==> src/rtl/pipe_hazard_ctrl_pkg.sv <==
// Shared definitions for the pipeline hazard controller.
// Contents:
//   REG_W_DEFAULT - default register-index width.
//   ctrl_state_e  - sequencer state encoding (RUN/LDUSE/REDIR/MEMWAIT).
package pipe_hazard_ctrl_pkg;

  localparam int REG_W_DEFAULT = 4;

  typedef enum logic [1:0] {
    ST_RUN     = 2'd0,
    ST_LDUSE   = 2'd1,
    ST_REDIR   = 2'd2,
    ST_MEMWAIT = 2'd3
  } ctrl_state_e;

endpackage

==> src/rtl/pipe_hazard_ctrl_hazard_cmp.sv <==
// hazard_cmp: combinational load-use comparator.
// Flags when the load in E writes a register that the instruction in D reads.
// Register index 0 is treated like any other index.
// Ports:
//   d_src1, d_src2   in  source register indices of the D instruction
//   d_use1, d_use2   in  D instruction actually reads src1 / src2
//   e_dest           in  destination register index of the E instruction
//   e_reg_wr_en      in  E instruction writes a register
//   e_is_lw          in  E instruction is a load
//   ldhaz            out load-use hazard detected
module hazard_cmp
  import pipe_hazard_ctrl_pkg::*;
#(
  parameter int REG_W = REG_W_DEFAULT
) (
  input  logic [REG_W-1:0] d_src1,
  input  logic [REG_W-1:0] d_src2,
  input  logic             d_use1,
  input  logic             d_use2,
  input  logic [REG_W-1:0] e_dest,
  input  logic             e_reg_wr_en,
  input  logic             e_is_lw,
  output logic             ldhaz
);

  logic match1_s;
  logic match2_s;

  assign match1_s = d_use1 & (d_src1 == e_dest);
  assign match2_s = d_use2 & (d_src2 == e_dest);
  assign ldhaz    = e_is_lw & e_reg_wr_en & (match1_s | match2_s);

endmodule

==> src/rtl/pipe_hazard_ctrl.sv <==
// pipe_hazard_ctrl: central stall/flush sequencer for the PC and the F/D/E
// pipeline buffers. Each buffer's stall/flush strobe is driven only here.
//
// Event priority each cycle: data-memory wait > E-stage redirect > load-use.
// Strobes are Mealy outputs (valid in the cycle the event is seen) and are
// all forced low while reset_n is low.
//
// Ports:
//   clk, reset_n                 clock, async active-low reset
//   d_src1/d_src2/d_use1/d_use2  D-stage source operands
//   e_dest/e_reg_wr_en/e_is_lw   E-stage destination info
//   e_redirect                   E resolved a taken branch/jump
//   m_mem_req/m_mem_ready        M-stage data-memory handshake
//   pc_stall, fbuf_stall, dbuf_stall, ebuf_stall   hold strobes
//   fbuf_flush, dbuf_flush, ebuf_flush             bubble strobes
//   pc_redirect_sel              PC mux selects the E target
//   ctrl_state                   current sequencer state
//
// Optional feature: define PIPE_HAZARD_CTRL_PERF_EN to add 32-bit wrapping
// event counters perf_ldstall, perf_flush and perf_memwait.
module pipe_hazard_ctrl
  import pipe_hazard_ctrl_pkg::*;
#(
  parameter int REG_W        = REG_W_DEFAULT,
  parameter int FLUSH_CYCLES = 1,
  parameter int LDUSE_CYCLES = 1
) (
  input  logic             clk,
  input  logic             reset_n,
  input  logic [REG_W-1:0] d_src1,
  input  logic [REG_W-1:0] d_src2,
  input  logic             d_use1,
  input  logic             d_use2,
  input  logic [REG_W-1:0] e_dest,
  input  logic             e_reg_wr_en,
  input  logic             e_is_lw,
  input  logic             e_redirect,
  input  logic             m_mem_req,
  input  logic             m_mem_ready,
  output logic             pc_stall,
  output logic             fbuf_stall,
  output logic             dbuf_stall,
  output logic             ebuf_stall,
  output logic             fbuf_flush,
  output logic             dbuf_flush,
  output logic             ebuf_flush,
  output logic             pc_redirect_sel,
`ifdef PIPE_HAZARD_CTRL_PERF_EN
  output logic [31:0]      perf_ldstall,
  output logic [31:0]      perf_flush,
  output logic [31:0]      perf_memwait,
`endif
  output logic [1:0]       ctrl_state
);

  // Counter reload values; guarded so an unused configuration never
  // produces a negative reload.
  localparam logic [2:0] FLUSH_RELOAD = (FLUSH_CYCLES > 0) ? 3'(FLUSH_CYCLES - 1) : 3'd0;
  localparam logic [2:0] LDUSE_RELOAD = (LDUSE_CYCLES > 1) ? 3'(LDUSE_CYCLES - 2) : 3'd0;

  ctrl_state_e state_r;
  ctrl_state_e state_nxt_s;
  logic [2:0]  cnt_r;
  logic [2:0]  cnt_nxt_s;

  logic ldhaz_s;
  logic memhold_s;
  logic redir_go_s;
  logic ld_go_s;

  logic pc_stall_s;
  logic fbuf_stall_s;
  logic dbuf_stall_s;
  logic ebuf_stall_s;
  logic fbuf_flush_s;
  logic dbuf_flush_s;
  logic pc_redirect_sel_s;

  hazard_cmp #(
    .REG_W (REG_W)
  ) u_hazard_cmp (
    .d_src1      (d_src1),
    .d_src2      (d_src2),
    .d_use1      (d_use1),
    .d_use2      (d_use2),
    .e_dest      (e_dest),
    .e_reg_wr_en (e_reg_wr_en),
    .e_is_lw     (e_is_lw),
    .ldhaz       (ldhaz_s)
  );

  assign memhold_s = m_mem_req & ~m_mem_ready;

  // Sequencer state and counter register.
  always_ff @(posedge clk or negedge reset_n) begin
    if (!reset_n) begin
      state_r <= ST_RUN;
      cnt_r   <= 3'd0;
    end else begin
      state_r <= state_nxt_s;
      cnt_r   <= cnt_nxt_s;
    end
  end

  // Next-state and Mealy strobe decode.
  always_comb begin
    state_nxt_s       = state_r;
    cnt_nxt_s         = cnt_r;
    redir_go_s        = 1'b0;
    ld_go_s           = 1'b0;
    pc_stall_s        = 1'b0;
    fbuf_stall_s      = 1'b0;
    dbuf_stall_s      = 1'b0;
    ebuf_stall_s      = 1'b0;
    fbuf_flush_s      = 1'b0;
    dbuf_flush_s      = 1'b0;
    pc_redirect_sel_s = 1'b0;

    if (memhold_s) begin
      // Memory wait freezes the whole front end; redirect/load-use stay
      // pending on their inputs and are picked up once memory is ready.
      pc_stall_s   = 1'b1;
      fbuf_stall_s = 1'b1;
      dbuf_stall_s = 1'b1;
      ebuf_stall_s = 1'b1;
      state_nxt_s  = ST_MEMWAIT;
    end else begin
      case (state_r)
        ST_REDIR: begin
          if (e_redirect) begin
            redir_go_s = 1'b1;
          end else begin
            // D holds a wrong-path instruction here, so a load-use match
            // on it is meaningless and is not acted upon.
            fbuf_flush_s = 1'b1;
            dbuf_flush_s = 1'b1;
            if (cnt_r == 3'd0) begin
              state_nxt_s = ST_RUN;
            end else begin
              cnt_nxt_s = cnt_r - 3'd1;
            end
          end
        end
        ST_LDUSE: begin
          if (e_redirect) begin
            redir_go_s = 1'b1;
          end else begin
            pc_stall_s   = 1'b1;
            fbuf_stall_s = 1'b1;
            dbuf_flush_s = 1'b1;
            if (cnt_r == 3'd0) begin
              state_nxt_s = ST_RUN;
            end else begin
              cnt_nxt_s = cnt_r - 3'd1;
            end
          end
        end
        ST_RUN, ST_MEMWAIT: begin
          // Leaving MEMWAIT behaves exactly like RUN in the ready cycle.
          if (e_redirect) begin
            redir_go_s = 1'b1;
          end else if (ldhaz_s) begin
            ld_go_s = 1'b1;
          end else begin
            state_nxt_s = ST_RUN;
          end
        end
        default: begin
          state_nxt_s = ST_RUN;
          cnt_nxt_s   = 3'd0;
        end
      endcase

      if (redir_go_s) begin
        pc_redirect_sel_s = 1'b1;
        fbuf_flush_s      = 1'b1;
        dbuf_flush_s      = 1'b1;
        if (FLUSH_CYCLES > 0) begin
          state_nxt_s = ST_REDIR;
          cnt_nxt_s   = FLUSH_RELOAD;
        end else begin
          state_nxt_s = ST_RUN;
          cnt_nxt_s   = 3'd0;
        end
      end else if (ld_go_s) begin
        // Hold PC/F, bubble D so a nop enters E behind the load.
        pc_stall_s   = 1'b1;
        fbuf_stall_s = 1'b1;
        dbuf_flush_s = 1'b1;
        if (LDUSE_CYCLES > 1) begin
          state_nxt_s = ST_LDUSE;
          cnt_nxt_s   = LDUSE_RELOAD;
        end else begin
          state_nxt_s = ST_RUN;
          cnt_nxt_s   = 3'd0;
        end
      end else begin
        cnt_nxt_s = cnt_nxt_s;
      end
    end
  end

  // Outputs are gated by reset_n so they drop the instant reset asserts.
  assign pc_stall        = reset_n & pc_stall_s;
  assign fbuf_stall      = reset_n & fbuf_stall_s;
  assign dbuf_stall      = reset_n & dbuf_stall_s;
  assign ebuf_stall      = reset_n & ebuf_stall_s;
  assign fbuf_flush      = reset_n & fbuf_flush_s;
  assign dbuf_flush      = reset_n & dbuf_flush_s;
  // No hazard ever bubbles the E buffer from here; the line is owned and
  // held inactive so nothing else drives it.
  assign ebuf_flush      = 1'b0;
  assign pc_redirect_sel = reset_n & pc_redirect_sel_s;
  assign ctrl_state      = state_r & {2{reset_n}};

`ifdef PIPE_HAZARD_CTRL_PERF_EN
  // Event counters; the load-use strobe set is the only one that combines
  // pc_stall with dbuf_flush, and ebuf_stall only occurs in a memory wait.
  always_ff @(posedge clk or negedge reset_n) begin
    if (!reset_n) begin
      perf_ldstall <= 32'd0;
      perf_flush   <= 32'd0;
      perf_memwait <= 32'd0;
    end else begin
      if (pc_stall_s && dbuf_flush_s) begin
        perf_ldstall <= perf_ldstall + 32'd1;
      end
      if (fbuf_flush_s) begin
        perf_flush <= perf_flush + 32'd1;
      end
      if (ebuf_stall_s) begin
        perf_memwait <= perf_memwait + 32'd1;
      end
    end
  end
`endif

endmodule

==> config.mk <==
export PLATFORM = sky130hd
export DESIGN_NAME = pipe_hazard_ctrl
export DESIGN_NICKNAME = d
export VERILOG_FILES = /design/src/rtl/pipe_hazard_ctrl_pkg.sv /design/src/rtl/pipe_hazard_ctrl_hazard_cmp.sv /design/src/rtl/pipe_hazard_ctrl.sv
export SDC_FILE = /design/constraint.sdc
export NUM_CORES = 1
export LEC_CHECK = 0
export BUFFER_PORTS_ARGS = -buffer_cell sky130_fd_sc_hd__buf_2
export CORE_AREA = 5 5 42 44
export CTS_BUF_LIST = sky130_fd_sc_hd__clkbuf_8 sky130_fd_sc_hd__clkbuf_16
export DETAILED_ROUTE_END_ITERATION = 10
export DIE_AREA = 0 0 47 49
export GPL_TIMING_DRIVEN = 0
export PLACE_DENSITY = 0.79
export SYNTH_ARGS = -nofsm -noshare
export SYNTH_HDL_FRONTEND = slang
export SYNTH_SLANG_ARGS = --single-unit
==> constraint.sdc <==
create_clock -name clk -period 4.2 [get_ports clk]
set_input_delay 0.63 -clock clk [delete_from_list [all_inputs] [get_ports clk]]
set_output_delay 0.63 -clock clk [all_outputs]
set_load 0.01 [all_outputs]
==> run summary <==
The final antenna-violating net count is 0. The maximum operating frequency is 381 MHz. Traced cell by cell, the critical path runs through inv_1 > ha_1 > and3_2 > and3_4 > nor4_1 > nor2_1 > buf_4 > buf_2.

Summed over all layers, the global routing overflow is 0. The multi-input combinational cells in the finished layout cover a total of 333 um2. The number of nets produced by synthesis is 87.

The count of final hold-check violations came out at 0. The worst hold path class is primary input to async pin. The run gives 0 as the post-cts gate resize count. After clock tree synthesis, the flow added hold-fix buffers numbering 0.

After detailed routing, the average wire length per cell comes to 11.6 um. The run gives 531 as the via count of the first global-routing pass. STA classifies the critical path startpoint as a flip-flop. Synthesis instantiated 25 different standard cells from the library. The number of placement rows was 14; the global placer's final weighted congestion was 0.732. Of all cell types, the one taking the most synthesized area is sky130_fd_sc_hd__dfrtp_1. By area the synthesized netlist is led by sky130_fd_sc_hd__dfrtp_1 (25%), sky130_fd_sc_hd__ha_1 (10%), sky130_fd_sc_hd__nand2_1 (7.5%), sky130_fd_sc_hd__xnor2_1 (7.0%), sky130_fd_sc_hd__xor2_1 (7.0%). The final hold slack is 254 ps, and the number of synthesized register bits is 5. The clock net in this run drives a total of 5 sinks. Detailed placement ended at an HPWL of 1070 um. VDD sags by at most 0.172 mV.

For the worst setup path, the data arrival time is 2000 ps. Summing all placed instances gives a cell area of 664 um2. Setup repair after global routing left no endpoint under its margin. The repair_antennas step left the layout with diodes totalling 0.

The slowest stage of the critical path belongs to the cell sky130_fd_sc_hd__dfrtp_1. For the total of fill cells in the finished design, the log shows 149. The initial antenna violation count is 0. The first global-routing pass estimated 2010 um of wire. Setup violations remaining at the end of the flow were counted as 0.

In this run the clock root is driven by a sky130_fd_sc_hd__clkbuf_8. After technology mapping, the gate count stands at 62. 31 I/O pins were placed. The floorplan step defined a die boundary enclosing 2300 um2. For this block, the initial DRC count from the detailed router was 3. In this run the mean area of a mapped cell was 8.05 um2. The tools report the total core area as 1400 um2. The finished layout cell area was 709 um2. The run finished with clean final reports. Class of the most critical setup path: flip-flop to output port.

The maximum buffer depth of the clock tree is 2. Shortest clock period the worst path allows after layout: 2630 ps. The final clock period utilization by the worst path is 0.625, and the clock-pin slew on the worst setup and hold paths is 30 ps. The footprint of the flip-flops and latches was 125 um2. The die is 49 um tall. The area share of the largest cell type after synthesis is 0.251, and the area of the mapped netlist is 499 um2. Largest net degree at the start of global routing: 12.

TritonCTS built the clock tree. STA puts the critical path data required time at 3570 ps. The worst-path maximum fanout is 4. The deepest level of the CTS H-tree is 1, and the worst path buffer plus inverter count is 3.

The type of destination of the critical path is an output port. Summed over all failing endpoints, the final setup total negative slack is 0 ps. The number of remaining DRC errors was 0; the number of buffers created by CTS was 3. The tools report the minimum setup slack after placement as 1660 ps. The horizontal die dimension was 47 um; the final net count was 121.

The logs give 0.251 for the part of the Yosys area used for sequential elements and 2.41 ps for the worst setup skew after layout. Maximum cell stage delay along the critical path: 380 ps. In the layout the commonest cells are sky130_fd_sc_hd__buf_2 (29), sky130_fd_sc_hd__nand2_1 (10), sky130_fd_sc_hd__inv_1 (6), sky130_fd_sc_hd__nor2_1 (6), sky130_fd_sc_hd__dfrtp_1 (5). The total number of yosys warnings is 0. The family with the most delay on the worst path is simple AND/OR/NAND/NOR gates.

From synthesis to final layout, the design area changed by 42.1%. The starting utilization of the core area was 0.356. The logs give 1290 um for the post-detailed-routing wire length and 509 for the via count. The most common cell after layout, fill and taps aside is sky130_fd_sc_hd__buf_2. The worst setup margin is 1570 ps, and the max-capacitance violation count is 0.

The logs give 0.408 nW for the static leakage power and 0.121 for the overall track demand over capacity in global routing. For the worst-skew pair, the clock arrives at the later sink with an insertion delay of 220 ps. The logs give 3 for the number of optimization iterations in the first detailed-route pass and 0 for the final number of max-transition violations. The count of buffers from port buffering was 29; the number of buffers inserted to repair setup after CTS was 0. Power spread over the standard cell area amounts to 249 nW/um2. The fraction of layout cells with a size suffix above 1 is 0.400. The via-per-instance ratio is 4.59.
cell usage after synthesis:
master and instances:
sky130_fd_sc_hd__nand3b_1 1, sky130_fd_sc_hd__ha_1 4, sky130_fd_sc_hd__mux2i_1 1, sky130_fd_sc_hd__nand2b_1 1
sky130_fd_sc_hd__buf_4 3, sky130_fd_sc_hd__nand4_1 1, sky130_fd_sc_hd__dfrtp_1 5, sky130_fd_sc_hd__conb_1 1
sky130_fd_sc_hd__nor2b_1 1, sky130_fd_sc_hd__and3_4 1, sky130_fd_sc_hd__o2bb2ai_1 1, sky130_fd_sc_hd__xor2_1 4
sky130_fd_sc_hd__nand2_1 10, sky130_fd_sc_hd__a21oi_1 2, sky130_fd_sc_hd__and3_2 1, sky130_fd_sc_hd__and2_1 3
sky130_fd_sc_hd__o41ai_2 1, sky130_fd_sc_hd__nor2_1 6, sky130_fd_sc_hd__nor4_1 2, sky130_fd_sc_hd__nor3_1 1
sky130_fd_sc_hd__xnor2_1 4, sky130_fd_sc_hd__inv_1 5, sky130_fd_sc_hd__a22o_1 1, sky130_fd_sc_hd__a21o_1 1
sky130_fd_sc_hd__and3_1 1
state kept, by name, indices dropped and copies added, names as in the netlist:
signal   flops
cnt_r        3
state_r      2
through the flow:
step / utilization / total power [W] / std cells
floorplan: - / 0.0000728 / 62
global placement: 0.474 / 0.0000924 / 107
detailed placement: 0.474 / 0.0000935 / 107
CTS: 0.506 / 0.000180 / 111
global route: 0.506 / 0.000189 / 111
finish: 0.506 / 0.000176 / 111
where the power goes:
group	internal, W	switching (W)
combinational	0.0000213	0.0000207
clock	0.0000624	0.0000212
sequential	0.0000496	0.00000122
total	0.000133	0.0000432
kinds of logic (layout without fill, tap and decap cells):
logic type | Yosys count | after routing | share of synthesized area
other cells | 1 | 1 | 0.00751
mux | 1 | 1 | 0.0201
buf+inv | 8 | 41 | 0.0827
flops | 5 | 5 | 0.251
compound gates | 6 | 6 | 0.103
xor+xnor | 8 | 8 | 0.140
fa+ha+maj | 4 | 4 | 0.100
simple gates | 29 | 29 | 0.296
metal layers:
layer	vias to the layer above	part of all wire	global-route usage
met5	-	0	0
met4	0	0.016	0.0876
met3	2	0.088	0.0369
met2	14	0.52	0.197
met1	226	0.38	0.122
li1	267	-	-
path summary, 6_finish.rpt:
check,slack [ps],end,startpoint,cells after the start
worst max-delay path,1570,pc_stall,state_r[0],8
max in group asynchronous,3770,cnt_r[2],reset_n,1
worst min register to register,480,cnt_r[1],cnt_r[1],1
worst max register to register,2420,cnt_r[1],state_r[0],6
worst min-delay path,250,state_r[0],reset_n,1
min in group clk,480,cnt_r[1],cnt_r[1],1
cell type report:
class,instances,share of cell area
multi-input cells,49,0.469
repair buffers,29,0.205
flip-flops and latches,5,0.176
clock buffers,3,0.0582
plain buffers,3,0.0317
well taps,16,0.0282
inverters,5,0.0265
clock inverters,1,0.00529
(Power assumes the default switching activity.)
